**src/rtl/cell_pkg.sv**
```systemverilog
// Shared widths for the sparse MAC cell: activation/weight width, mask/lane
// geometry and the fixed 32-bit accumulator width.
package cell_pkg;

    localparam int unsigned DATA_WIDTH   = 8;
    localparam int unsigned BLOCK_WIDTH  = 4;
    localparam int unsigned BLOCK_NUMBER = 16;
    localparam int unsigned ACC_WIDTH    = 4 * DATA_WIDTH;
    localparam int unsigned NUM_LANES    = 4;

endpackage : cell_pkg

```
**src/rtl/cell_pe.sv**
```systemverilog
// One MAC lane: picks act[(mask +/- LANE) mod BLOCK_NUMBER], multiplies it
// by the signed weight and accumulates into a 32-bit wrapping register.
// Ports:
//   clk_i, rst_i  clock, async active-high reset
//   act_i         packed activation vector, act[i] = bits [DW*i +: DW]
//   weight_i      signed weight
//   mask_i        base activation index
//   valid_i       MAC valid (Block_control)
//   enable_i      accumulate enable (Control)
//   dir_i         0: index = mask + LANE, 1: index = mask - LANE
//   load_n_i      active-low load of load_val_i into the accumulator
//   load_val_i    partial sum to load
//   acc_o         accumulator register
module cell_pe
    import cell_pkg::*;
#(
    parameter int unsigned DATA_WIDTH   = cell_pkg::DATA_WIDTH,
    parameter int unsigned BLOCK_WIDTH  = cell_pkg::BLOCK_WIDTH,
    parameter int unsigned BLOCK_NUMBER = cell_pkg::BLOCK_NUMBER,
    parameter int unsigned LANE         = 0
) (
    input  logic                               clk_i,
    input  logic                               rst_i,
    input  logic [BLOCK_NUMBER*DATA_WIDTH-1:0] act_i,
    input  logic [DATA_WIDTH-1:0]              weight_i,
    input  logic [BLOCK_WIDTH-1:0]             mask_i,
    input  logic                               valid_i,
    input  logic                               enable_i,
    input  logic                               dir_i,
    input  logic                               load_n_i,
    input  logic [ACC_WIDTH-1:0]               load_val_i,
    output logic [ACC_WIDTH-1:0]               acc_o
);

    localparam int unsigned PROD_WIDTH = 2 * DATA_WIDTH;
    localparam logic [BLOCK_WIDTH-1:0] OFFSET = BLOCK_WIDTH'(LANE);

    logic [DATA_WIDTH-1:0]        act_arr [BLOCK_NUMBER];
    logic [BLOCK_WIDTH-1:0]       idx_c;
    logic [DATA_WIDTH-1:0]        act_sel_c;
    logic signed [PROD_WIDTH-1:0] prod_c;
    logic [ACC_WIDTH-1:0]         prod_ext_c;
    logic [ACC_WIDTH-1:0]         acc_d;
    logic [ACC_WIDTH-1:0]         acc_q;

    // Unpack the activation vector into addressable entries.
    for (genvar i = 0; i < BLOCK_NUMBER; i++) begin : g_unpack
        assign act_arr[i] = act_i[i*DATA_WIDTH +: DATA_WIDTH];
    end

    // Index arithmetic in BLOCK_WIDTH bits wraps modulo BLOCK_NUMBER.
    always_comb begin
        idx_c      = dir_i ? (mask_i - OFFSET) : (mask_i + OFFSET);
        act_sel_c  = act_arr[idx_c];
        prod_c     = $signed(act_sel_c) * $signed(weight_i);
        prod_ext_c = {{(ACC_WIDTH-PROD_WIDTH){prod_c[PROD_WIDTH-1]}}, prod_c};
    end

    // Load beats accumulate; otherwise hold.
    always_comb begin
        acc_d = acc_q;
        if (!load_n_i) begin
            acc_d = load_val_i;
        end else if (enable_i && valid_i) begin
            acc_d = acc_q + prod_ext_c;
        end
    end

    always_ff @(posedge clk_i or posedge rst_i) begin
        if (rst_i) begin
            acc_q <= '0;
        end else begin
            acc_q <= acc_d;
        end
    end

    assign acc_o = acc_q;

endmodule : cell_pe

```
**src/rtl/cell_unit.sv**
```systemverilog
// Four-lane sparse MAC cell: every lane shares weight, mask and direction and
// reads a neighbouring activation offset by its lane number.
// Ports:
//   Clk1, rst                          clock, async active-high reset
//   Input_act_data                     BLOCK_NUMBER packed activations
//   Input_weight                       signed weight
//   mask                               base activation index
//   Block_control, Control             MAC valid / accumulate enable
//   Direction                          0: +k lane offset, 1: -k
//   ResultCapture                      active-low load of ResultIn_0..3
//   ResultIn_0..3                      partial sums to load
//   Cell_Output_data_0..3              lane accumulators
module cell_unit
    import cell_pkg::*;
#(
    parameter int unsigned DATA_WIDTH   = cell_pkg::DATA_WIDTH,
    parameter int unsigned BLOCK_WIDTH  = cell_pkg::BLOCK_WIDTH,
    parameter int unsigned BLOCK_NUMBER = cell_pkg::BLOCK_NUMBER
) (
    input  logic                               Clk1,
    input  logic                               rst,
    input  logic [BLOCK_NUMBER*DATA_WIDTH-1:0] Input_act_data,
    input  logic [DATA_WIDTH-1:0]              Input_weight,
    input  logic [BLOCK_WIDTH-1:0]             mask,
    input  logic                               Block_control,
    input  logic                               Control,
    input  logic                               Direction,
    input  logic                               ResultCapture,
    input  logic [ACC_WIDTH-1:0]               ResultIn_0,
    input  logic [ACC_WIDTH-1:0]               ResultIn_1,
    input  logic [ACC_WIDTH-1:0]               ResultIn_2,
    input  logic [ACC_WIDTH-1:0]               ResultIn_3,
    output logic [ACC_WIDTH-1:0]               Cell_Output_data_0,
    output logic [ACC_WIDTH-1:0]               Cell_Output_data_1,
    output logic [ACC_WIDTH-1:0]               Cell_Output_data_2,
    output logic [ACC_WIDTH-1:0]               Cell_Output_data_3
);

    logic [ACC_WIDTH-1:0] lane_in  [NUM_LANES];
    logic [ACC_WIDTH-1:0] lane_out [NUM_LANES];

    assign lane_in[0] = ResultIn_0;
    assign lane_in[1] = ResultIn_1;
    assign lane_in[2] = ResultIn_2;
    assign lane_in[3] = ResultIn_3;

    for (genvar k = 0; k < NUM_LANES; k++) begin : g_lane
        cell_pe #(
            .DATA_WIDTH  (DATA_WIDTH),
            .BLOCK_WIDTH (BLOCK_WIDTH),
            .BLOCK_NUMBER(BLOCK_NUMBER),
            .LANE        (k)
        ) u_pe (
            .clk_i      (Clk1),
            .rst_i      (rst),
            .act_i      (Input_act_data),
            .weight_i   (Input_weight),
            .mask_i     (mask),
            .valid_i    (Block_control),
            .enable_i   (Control),
            .dir_i      (Direction),
            .load_n_i   (ResultCapture),
            .load_val_i (lane_in[k]),
            .acc_o      (lane_out[k])
        );
    end

    assign Cell_Output_data_0 = lane_out[0];
    assign Cell_Output_data_1 = lane_out[1];
    assign Cell_Output_data_2 = lane_out[2];
    assign Cell_Output_data_3 = lane_out[3];

endmodule : cell_unit

```
**config.mk**
```make
export PLATFORM = sky130hd
export DESIGN_NAME = cell_unit
export DESIGN_NICKNAME = d
export VERILOG_FILES = /design/src/rtl/cell_pkg.sv /design/src/rtl/cell_pe.sv /design/src/rtl/cell_unit.sv
export SDC_FILE = /design/constraint.sdc
export NUM_CORES = 1
export LEC_CHECK = 0
export CORE_ASPECT_RATIO = 2
export CORE_MARGIN = 2
export CORE_UTILIZATION = 57
export DETAILED_ROUTE_END_ITERATION = 16
export PLACE_DENSITY_LB_ADDON = 0.08
export SLEW_MARGIN = 10
export SYNTH_ARGS = -nofsm -noshare
export SYNTH_HDL_FRONTEND = slang
export SYNTH_SLANG_ARGS = --single-unit
```
**constraint.sdc**
```tcl
create_clock -name Clk1 -period 5.83 [get_ports Clk1]
set_input_delay 1.4575 -clock Clk1 [delete_from_list [all_inputs] [get_ports Clk1]]
set_output_delay 1.4575 -clock Clk1 [all_outputs]
set_load 0.02 [all_outputs]
```
Word level (Yosys, flattened, before mapping)
Cells that the tools add are included.
{ "totals": {"ff_bits": 128, "latch_bits": 0, "ram_bits": 0, "romBits": 0, "input_bits": 274, "output_inout_bits": 128, "elab_cells": 51, "n_memories": 0} }
{ "op_classes": {"add_sub_neg": 10, "n_mul": 4, "n_div": 0, "magnitude_cmp": 4, "n_eq_ne": 1, "shift": 0, "n_mux": 23, "n_bitwise": 4, "n_reduce_logical": 1} }
{ "op_table": {"columns": ["cell", "n"], "rows": [
  ["2-to-1 mux 32 bit", 8],
  ["adder 32 bit", 4],
  ["binary-select mux 8 bit (select 4 bit)", 4],
  ["multiplier 8 x 8 -> 16 bit", 4],
  ["2-to-1 mux 8 bit", 8],
  [">= comparator 5 bit, second input constant", 4],
  ["inverter 4 -> 5 bit", 4],
  ["2-to-1 mux 4 bit", 3],
  ["adder 4 x 2 -> 4 bit, second input constant", 2],
  ["subtractor 4 x 2 -> 4 bit, second input constant", 2],
  ["adder 4 x 1 -> 4 bit, second input constant", 1],
  ["subtractor 4 x 1 -> 4 bit, second input constant", 1],
  ["!= test 2 x 1 -> 1 bit, second input constant", 1],
  ["logical AND 1 bit", 1]
]} }

Depth between registers and ports, before layout
{ "depth": {"word_depth": 10, "mapped_depth": 40, "mapped_depth_nobuf": 38} }

Hierarchy
Synthesis repeated with hierarchy kept, for this count alone.
{ "unflattened": {"hier_cells": 2862, "hier_area_um2": 25771.0} }
{ "modules_own_cells": {"columns": ["mod", "instances", "cells_per_inst", "area_each_um2"], "rows": [
  ["cell_pe (g_lane[3].u_pe)", 1, 753, 6591.3],
  ["cell_pe (g_lane[1].u_pe)", 1, 734, 6481.2],
  ["cell_pe (g_lane[2].u_pe)", 1, 708, 6481.2],
  ["cell_pe (g_lane[0].u_pe)", 1, 667, 6217.2]
]} }

Worst setup path after synthesis
OpenSTA, ideal clock, no wires.
{ "synth_timing": {"path_type": "in2reg", "from": "in mask[1]", "to": "reg g_lane[1].u_pe.acc_q[31]", "setup_time_ns": 0.082, "t_arrival_ns": 10.251, "t_required_ns": 5.748, "setup_slack_ns": -4.503, "stages": 30, "path_cell_list": "clkbuf_1 -> clkbuf_1 -> inv_1 -> fa_1 -> xor2_1 -> mux4_2 -> and2_1 -> fa_1 -> inv_1 -> fa_1 -> inv_1 -> fa_1 -> inv_1 -> fa_1 -> inv_1 -> ha_1 -> a21oi_1 -> o21ai_0 -> nand4_1 -> a31oi_1 -> xnor2_1 -> ha_1 -> a221o_1 -> a2111oi_2 -> nor4bb_1 -> o21a_2 -> a31o_1 -> xnor2_1 -> or3_1 -> a31oi_1"} }
{ "synth_between": {"elab_chain_len": 10, "elab_cells_between_ends": 11, "classes_between": "3 x add/sub; 1 x mul; 6 x mux; 1 x bitwise"} }
{ "synth_rtl": {"columns": ["element", "line_no", "text"], "rows": [
  ["start: declaration", "cell_unit.sv:24", "input logic [BLOCK_WIDTH-1:0] mask,"],
  ["adder 4 x 1 -> 4 bit / subtractor 4 x 1 -> 4 bit (equally long branches)", "cell_pe.sv:53", "idx_c = dir_i ? (mask_i - OFFSET) : (mask_i + OFFSET);"],
  ["2-to-1 mux 4 bit (*)", "cell_pe.sv:53", null],
  ["inverter 4 -> 5 bit (implied by the code) (*)", "cell_pe.sv:54", "act_sel_c = act_arr[idx_c];"],
  ["binary-select mux 8 bit (select 4 bit) (*)", "cell_pe.sv:54", null],
  ["2-to-1 mux 8 bit (implied by the code) (*) (2 in a row)", "cell_pe.sv:54", null],
  ["multiplier 8 x 8 -> 16 bit (*)", "cell_pe.sv:55", "prod_c = $signed(act_sel_c) * $signed(weight_i);"],
  ["adder 32 bit (*)", "cell_pe.sv:65", "acc_d = acc_q + prod_ext_c;"],
  ["2-to-1 mux 32 bit (*)", "cell_pe.sv:64", "end else if (enable_i && valid_i) begin"],
  ["2-to-1 mux 32 bit (*)", "cell_pe.sv:62", "if (!load_n_i) begin"],
  ["end signal: assignment", "cell_pe.sv:71", "acc_q <= '0;"],
  ["end signal: assignment", "cell_pe.sv:73", "acc_q <= acc_d;"],
  ["end: declaration", "cell_pe.sv:44", "logic [ACC_WIDTH-1:0] acc_q;"]
]} }
Mark *: on every way between the ends. The rest lies on a longest branch, timed or not. The select of a mux whose other input is x is not followed.
A chain may end at the register's enable or synchronous reset.

Final worst setup path
{ "layout_timing": {"from": "in Direction", "to": "reg g_lane[3].u_pe.acc_q[28]"} }
{ "layout_between": {"elab_chain_len": 9} }
{ "layout_rtl": {"columns": ["element", "line_no", "text"], "rows": [
  ["start: declaration", "cell_unit.sv:27", "input logic Direction,"],
  ["2-to-1 mux 4 bit", "cell_pe.sv:53", null],
  ["inverter 4 -> 5 bit (implied by the code)", "cell_pe.sv:54", null],
  ["binary-select mux 8 bit (select 4 bit)", "cell_pe.sv:54", null],
  ["2-to-1 mux 8 bit (implied by the code) (2 in a row)", "cell_pe.sv:54", null],
  ["multiplier 8 x 8 -> 16 bit", "cell_pe.sv:55", null],
  ["adder 32 bit", "cell_pe.sv:65", null],
  ["2-to-1 mux 32 bit", "cell_pe.sv:64", null],
  ["2-to-1 mux 32 bit", "cell_pe.sv:62", null],
  ["end signal: assignment", "cell_pe.sv:71", null],
  ["end signal: assignment", "cell_pe.sv:73", null],
  ["end: declaration", "cell_pe.sv:44", null]
]} }
No other way between the ends. The select of a mux whose other input is x is not followed.

==> impl_results.md <==
- Num CTS Buffers: 17
- Area grow syn2layout: 53.2%
- First-pass GRT wire length: 150 mm
- Ys async rst share: 100%
- Initial Utilization: 57.7%
- Placeable Area: roughly 0.044 sq mm
- Final worst path period share: 165%
- Clock Path Buffers: 2
- Final HPWL DP: around 74 mm
- Critical Path End Type: flip-flop
- WL/cell: about 24 um
- CTS clk-pin slew, worst paths: around 0.060 ns
- GRT Residual Overflow: 0
- Clock Latency Late Sink: between 0.4 and 0.5 ns
- Synthesis warning total: 0
- R2R depth: 13
- Port bufs: roughly 400
- Worst Path Max Fanout: 6
- Final setup violating endpoints: about 110
- Minimum clock period: 9.60 ns
- Vias in the first global route: 29,500
- Remaining DRCs: 0
- Post-route antenna net violation count: 0
- Initial DRC Count: between 2,000 and 2,500
- Die Y: about 300 um
- CP most frequent cell: buf_4
- Die area: 0.0464 sq mm
- Mapped Area: approximately 0.025 sq mm
- Worst EP required: 6.20 ns
- Syn nets: between 3,000 and 4,000
- Number of max-cap violations: 0
- Yosys reg bits: about 130
- CTS tree: built
- Seq/Total Area, Yosys: between 10% and 20%
- Worst Skew: between 0.01 and 0.015 ns
- Wirelength, routed: between 100 and 150 mm
- Worst Tran Pin Value: between 0.9 and 1 ns
- GRT Resource Usage Total: between 40% and 50%
- Post-synth top flop: dfrtp_1
- Max FFs per register: 128
- Hold depth: 2
- Post-CTS Hold Fix Bufs: 0
- Avg Cell Area, Syn: 9.08 sq um
- Post-synth EDFFs: 0
- First-pass DRT Iterations: 6
- Crit path max-delay cell type: mux4_2
- Initial antenna violation count: 3
- Min-delay worst type: flip-flop to flip-flop
- Die span in x: 153 um
- Failing checks: setup timing
- # IOs: roughly 400
- Htree depth: 4
- Vias/cell: between 6 and 7
- Min Hold Slack: approximately 0.57 ns
- Hold Fails Final Rpt: 0
- RSZ-0062 raised after global routing: true
- Max-slew headroom: between 30% and 40%
- Max-slew violation count: 0
- Critical path class: input pin to flip-flop
- Synth Instances: between 2,000 and 3,000
- Max Freq: between 100 and 150 MHz
- Largest net degree at the start of global routing: 98
- Slowest Stage Delay on Critical Path: between 0.6 and 0.7 ns
- Flop2flop setup slack: 2.50 ns
- Clk sinks: approximately 130
- Layout Nets: 4,559
- Clk root buf: clkbuf_16
- Critical Path AT: roughly 10 ns
- Share of cells above drive strength 1: a little over a third
- Vias: ~28,000
- Setup ws final: -3.77 ns
- CP startpoint kind: input pin
- Cell variety after synth: 82
- Status: finished, violations left
- Std cell rows: between 100 and 150
- Routability Congestion: about 1.0
critical path, delay by kind of cell:
| family | cells | cell delay [ns] |
|---|---|---|
| adder cells (fa/ha/maj) | 7 | 2.87 |
| multiplexers | 2 | 1.03 |
| buffers and inverters | 13 | 1.46 |
| AO/OA/AOI/OAI | 10 | 1.69 |
| XOR/XNOR | 3 | 0.46 |
| AND/OR/NAND/NOR | 6 | 0.97 |
metal layers:
layer | global-route usage (%) | up-vias | wire length, um
met1 | 39.2 | 13200 | 31400
met4 | 36.7 | 0 | 12200
met3 | 7.36 | 775 | 7930
met5 | 0 | - | 0
met2 | 76.0 | 1812 | 53000
li1 | - | 11700 | -
final timing paths:
kind | from | end
worst max-delay path | Direction | g_lane[3].u_pe.acc_o[28]
worst min-delay path | g_lane[0].u_pe.acc_o[30] | g_lane[0].u_pe.acc_o[30]
worst max register to register | g_lane[3].u_pe.acc_o[0] | g_lane[3].u_pe.acc_o[22]
worst min register to register | g_lane[0].u_pe.acc_o[30] | g_lane[0].u_pe.acc_o[30]
max in group asynchronous | rst | g_lane[3].u_pe.acc_o[8]
min in group asynchronous | rst | g_lane[2].u_pe.acc_o[27]
synth_stat cells (all sizes together) (16+ instances only):
cell | count | area, sq um
o21bai | 38 | 285
inv | 358 | 1340
fa | 227 | 4540
o21a | 22 | 166
nand2b | 19 | 119
buf | 31 | 171
mux4 | 160 | 3620
ha | 243 | 3040
a31oi | 56 | 350
xor2 | 52 | 482
nor2b | 16 | 100
clkbuf | 87 | 327
and3 | 27 | 169
nor2 | 230 | 863
and2 | 172 | 1080
nor3 | 25 | 140
dfrtp | 128 | 3200
xnor2 | 123 | 1080
nand2 | 195 | 732
o21ai | 102 | 514
a21o | 63 | 474
nand3 | 31 | 155
a21oi | 253 | 1270
per-stage QoR:
step	std cells	util [%]	setup TNS, ns	setup slack, ns	cell area, sq um
after floorplan	2799	-	-227.21	-3.47	26700
after global placement	4268	81.1	-357.37	-4.34	35700
after detailed placement	4268	81.1	-376.94	-4.62	35700
after CTS	4344	85.7	-273.13	-3.56	37800
after global routing	4385	88.4	-309.83	-4.01	38900
final	4386	88.4	-287.31	-3.77	38900
cells by family (layout without fill, tap and decap cells):
logic type | after synthesis | in the layout | share of synthesized area (%)
and+or+nand+nor | 760 | 760 | 14.5
AOI/OAI and AO/OA | 621 | 621 | 15.1
buffers and inverters | 477 | 1505 | 7.26
adders and majority gates | 470 | 470 | 29.9
xor gates and xnor gates | 175 | 175 | 6.14
muxes | 168 | 168 | 14.6
DFF | 128 | 128 | 12.6
other | 0 | 4 | 0
final cells by class:
cell class / count / area [sq um]
sequential: 128 / 3200
clock inverter: 12 / 139
antenna: 4 / 10.0
tap: 555 / 694
multi-input combinational: 2194 / 23000
timing repair buffer: 1115 / 10100
clock buffer: 19 / 443
inverter: 359 / 1370
fill: 2157 / 5120
placed cells by master, fill, tap and decap left out, drive strengths merged, types with 16 or more instances in the layout:
cell           instances
a21o                  63
a21oi                253
a31oi                 56
and2                 172
and3                  27
buf                  714
clkbuf                23
clkdlybuf4s50        394
dfrtp                128
fa                   227
ha                   243
inv                  358
mux4                 160
nand2                195
nand2b                19
nand3                 31
nor2                 230
nor2b                 16
nor3                  25
o21a                  22
o21ai                102
o21bai                38
xnor2                123
xor2                  52
timing repair:
item	in CTS	in global routing
buffers inserted	42	42
resized for setup	204	173
cloned	4	5
pin swaps	145	139
setup endpoints to repair	117	117
Power is not shown: default switching activity piles up to over one toggle a cycle in this logic, so the estimate is an artifact.
==> variant 1 (config.mk and constraints unchanged) <==
Register the input `ResultIn_3` before use. The logic sees it one clock later. The other inputs are not delayed to match.
--- a/src/rtl/cell_unit.sv
+++ b/src/rtl/cell_unit.sv
@@ -37,4 +37,10 @@
 );
 
+    logic [ACC_WIDTH-1:0] ResultIn_3_q;
+
+    always_ff @(posedge Clk1) begin
+        ResultIn_3_q <= ResultIn_3;
+    end
+
     logic [ACC_WIDTH-1:0] lane_in  [NUM_LANES];
     logic [ACC_WIDTH-1:0] lane_out [NUM_LANES];
@@ -43,5 +49,5 @@
     assign lane_in[1] = ResultIn_1;
     assign lane_in[2] = ResultIn_2;
-    assign lane_in[3] = ResultIn_3;
+    assign lane_in[3] = ResultIn_3_q;
 
     for (genvar k = 0; k < NUM_LANES; k++) begin : g_lane
Behaviour: not the same (a bounded check fails within 4 cycles, from zero or initial values and one cycle with rst high).
==> variant 1 against the unedited design <==
- the run now fails in global routing (5_1_grt)
- synthesized area is 2.0% higher
==> variant 1: results (changes against the unedited design) <==
| Metric | Value |
|---|---|
| Yosys Warn Count | `0 (unchanged)` |
| Run status | `aborted with a tool error` |
| Kind of the worst endpoint | `register data pin` |
| Worst slack, placed | `-4280 ps (+339 ps)` |
| Async set or reset register ratio after synthesis | `80.0% (-20 points)` |
| Stop err | `[ERROR GRT-0232] Routing congestion too high. Check the congestion heatmap in the GUI.` |
| Post-DP HPWL | `76,200 um (+3.3%)` |
| Total CTS buffers | `17 (unchanged)` |
| Root Driver | `clkbuf_16` |
| Top cells by count, synth | `inv_1 (345), a21oi_1 (252), ha_1 (243), nor2_1 (234), fa_1 (227)` |
| CTS H-tree lvls | `4 (unchanged)` |
| Top cells by area, synth | `fa_1 (18%), mux4_2 (14%), dfrtp_1 (12%)` |
| Failed at | `global routing (5_1_grt)` |
| GP Congestion | `1.08 (+5.4%)` |
| CTS Sinks | `160 (+25%)` |
| Post-synthesis sequential area ratio | `14.8% (+2.2 points)` |
| Worst endpoint, post-GRT repair | `g_lane[3].u_pe.acc_o[26]$_DFFE_PP0P_/D` |
| Netlist cell types | `73 (-11%)` |
| Largest net degree at the start of global routing | `113` |
| Longest Clk Path Bufs | `2 (unchanged)` |
| Gr ovfl total | `4` |
| GRT Total Usage | `54.5%` |
| IO buf count | `401 (unchanged)` |
| Placed cell count | `4,330 (+1.5%)` |
| Cells after Synth | `2,812 (+0.46%)` |
| Ys flop type | `dfrtp_1` |
| Synth Net Count | `3,556 (+0.37%)` |
==> variant 1: kinds of logic after synthesis <==
logic type | count (synthesis) | share of synthesized area (%)
muxes | 175 | 14.5
DFF | 160 | 14.8
AOI/OAI and AO/OA | 578 | 13.8
buffers and inverters | 463 | 6.83
and+or+nand+nor | 794 | 14.9
adders and majority gates | 470 | 29.3
xor gates and xnor gates | 172 | 5.82
==> variant 1: timing repair <==
| action | in CTS |
|---|---|
| buffers inserted | 88 |
| gates cloned | 5 |
| setup endpoints to repair | 117 |
| pin swaps | 257 |
| gates resized for setup | 419 |
==> variant 1: metal layers <==
metal	overflow	track usage, %
met2	3	85.9
met1	0	49.7
met5	0	2.54
met3	0	21.6
met4	1	60.7
==> variant 1: through the flow <==
step	area [um^2]	TNS [ps]	hold WS [ps]
after CTS	39600	-256240	458
after detailed placement	36800	-359800	448
after global placement	36800	-336800	433
after floorplan	27400	-222600	424
==> variant 2 (same flow settings) <==
Without the edit above. Change the package constant `BLOCK_NUMBER` from 16 to 8.
--- a/src/rtl/cell_pkg.sv
+++ b/src/rtl/cell_pkg.sv
@@ -5,5 +5,5 @@
     localparam int unsigned DATA_WIDTH   = 8;
     localparam int unsigned BLOCK_WIDTH  = 4;
-    localparam int unsigned BLOCK_NUMBER = 16;
+    localparam int unsigned BLOCK_NUMBER = 8;
     localparam int unsigned ACC_WIDTH    = 4 * DATA_WIDTH;
     localparam int unsigned NUM_LANES    = 4;
Ports: changed (resized Input_act_data); port bits go from 402 to 338. The function was not compared with the original's and may differ.
==> variant 2 against the unedited design <==
- the flow now stops in global routing (5_1_grt)
- synthesized area shrank 9.9%
==> variant 2: results (changes against the unedited design) <==
| Metric | Value |
|---|---|
| Worst slack, placed | `-3840 ps (+777 ps)` |
| GP Congestion | `1.08 (+5.3%)` |
| Async set or reset register ratio after synthesis | `100% (unchanged)` |
| Longest Clk Path Bufs | `2 (unchanged)` |
| Area of the mapped netlist | `22,900 um^2 (-9.9%)` |
| Failed at | `global routing (5_1_grt)` |
| CTS Sinks | `128 (unchanged)` |
| IO buf count | `336 (-16%)` |
| GRT Total Usage | `70.0%` |
| Worst endpoint, post-GRT repair | `g_lane[0].u_pe.acc_o[31]$_DFFE_PP0P_/D` |
| Root Driver | `clkbuf_16` |
| Netlist cell types | `67 (-18%)` |
| Post-synthesis sequential area ratio | `14.0% (+1.4 points)` |
| Stop err | `[ERROR GRT-0232] Routing congestion too high. Check the congestion heatmap in the GUI.` |
| Ys flop type | `dfrtp_1` |
| Run status | `aborted with a tool error` |
| Yosys Warn Count | `0 (unchanged)` |
| Gr ovfl total | `10` |
| Total CTS buffers | `17 (unchanged)` |
| CTS H-tree lvls | `4 (unchanged)` |
| Largest net degree at the start of global routing | `103` |
| Top cells by area, synth | `fa_1 (20%), dfrtp_1 (14%), ha_1 (13%)` |
| Top cells by count, synth | `inv_1 (364), a21oi_1 (254), ha_1 (240), fa_1 (226), nor2_1 (222)` |
| Post-DP Area | `31,800 um^2 (-11%)` |
| Kind of the worst endpoint | `register data pin` |
| Post-DP HPWL | `62,800 um (-15%)` |
| Synth Net Count | `3,356 (-5.3%)` |
==> variant 2: stage by stage <==
stage / util [%] / instances
global placement: 80.4 / 4017
floorplan: - / 2680
detailed placement: 80.4 / 4017
CTS: 89.7 / 4181
==> variant 2: kinds of logic after synthesis <==
kind of cell / share of synthesized area, %
AND/OR/NAND/NOR: 16.5
AO/OA/AOI/OAI: 16.5
adder cells (fa/ha/maj): 32.9
buffers and inverters: 7.52
XOR/XNOR: 6.24
flip-flops: 14.0
multiplexers: 6.43
==> variant 2: repair_timing <==
item / 4_1_cts
setup endpoints to repair: 113
hold buffers: 0
resized for setup: 506
gates cloned: 3
pin swaps: 341
buffers inserted: 152
==> variant 2: per-layer routing <==
layer	GRT overflow	GRT usage, %
met1	0	64.7
met2	5	94.5
met3	0	48.7
met4	5	76.6
met5	0	11.6
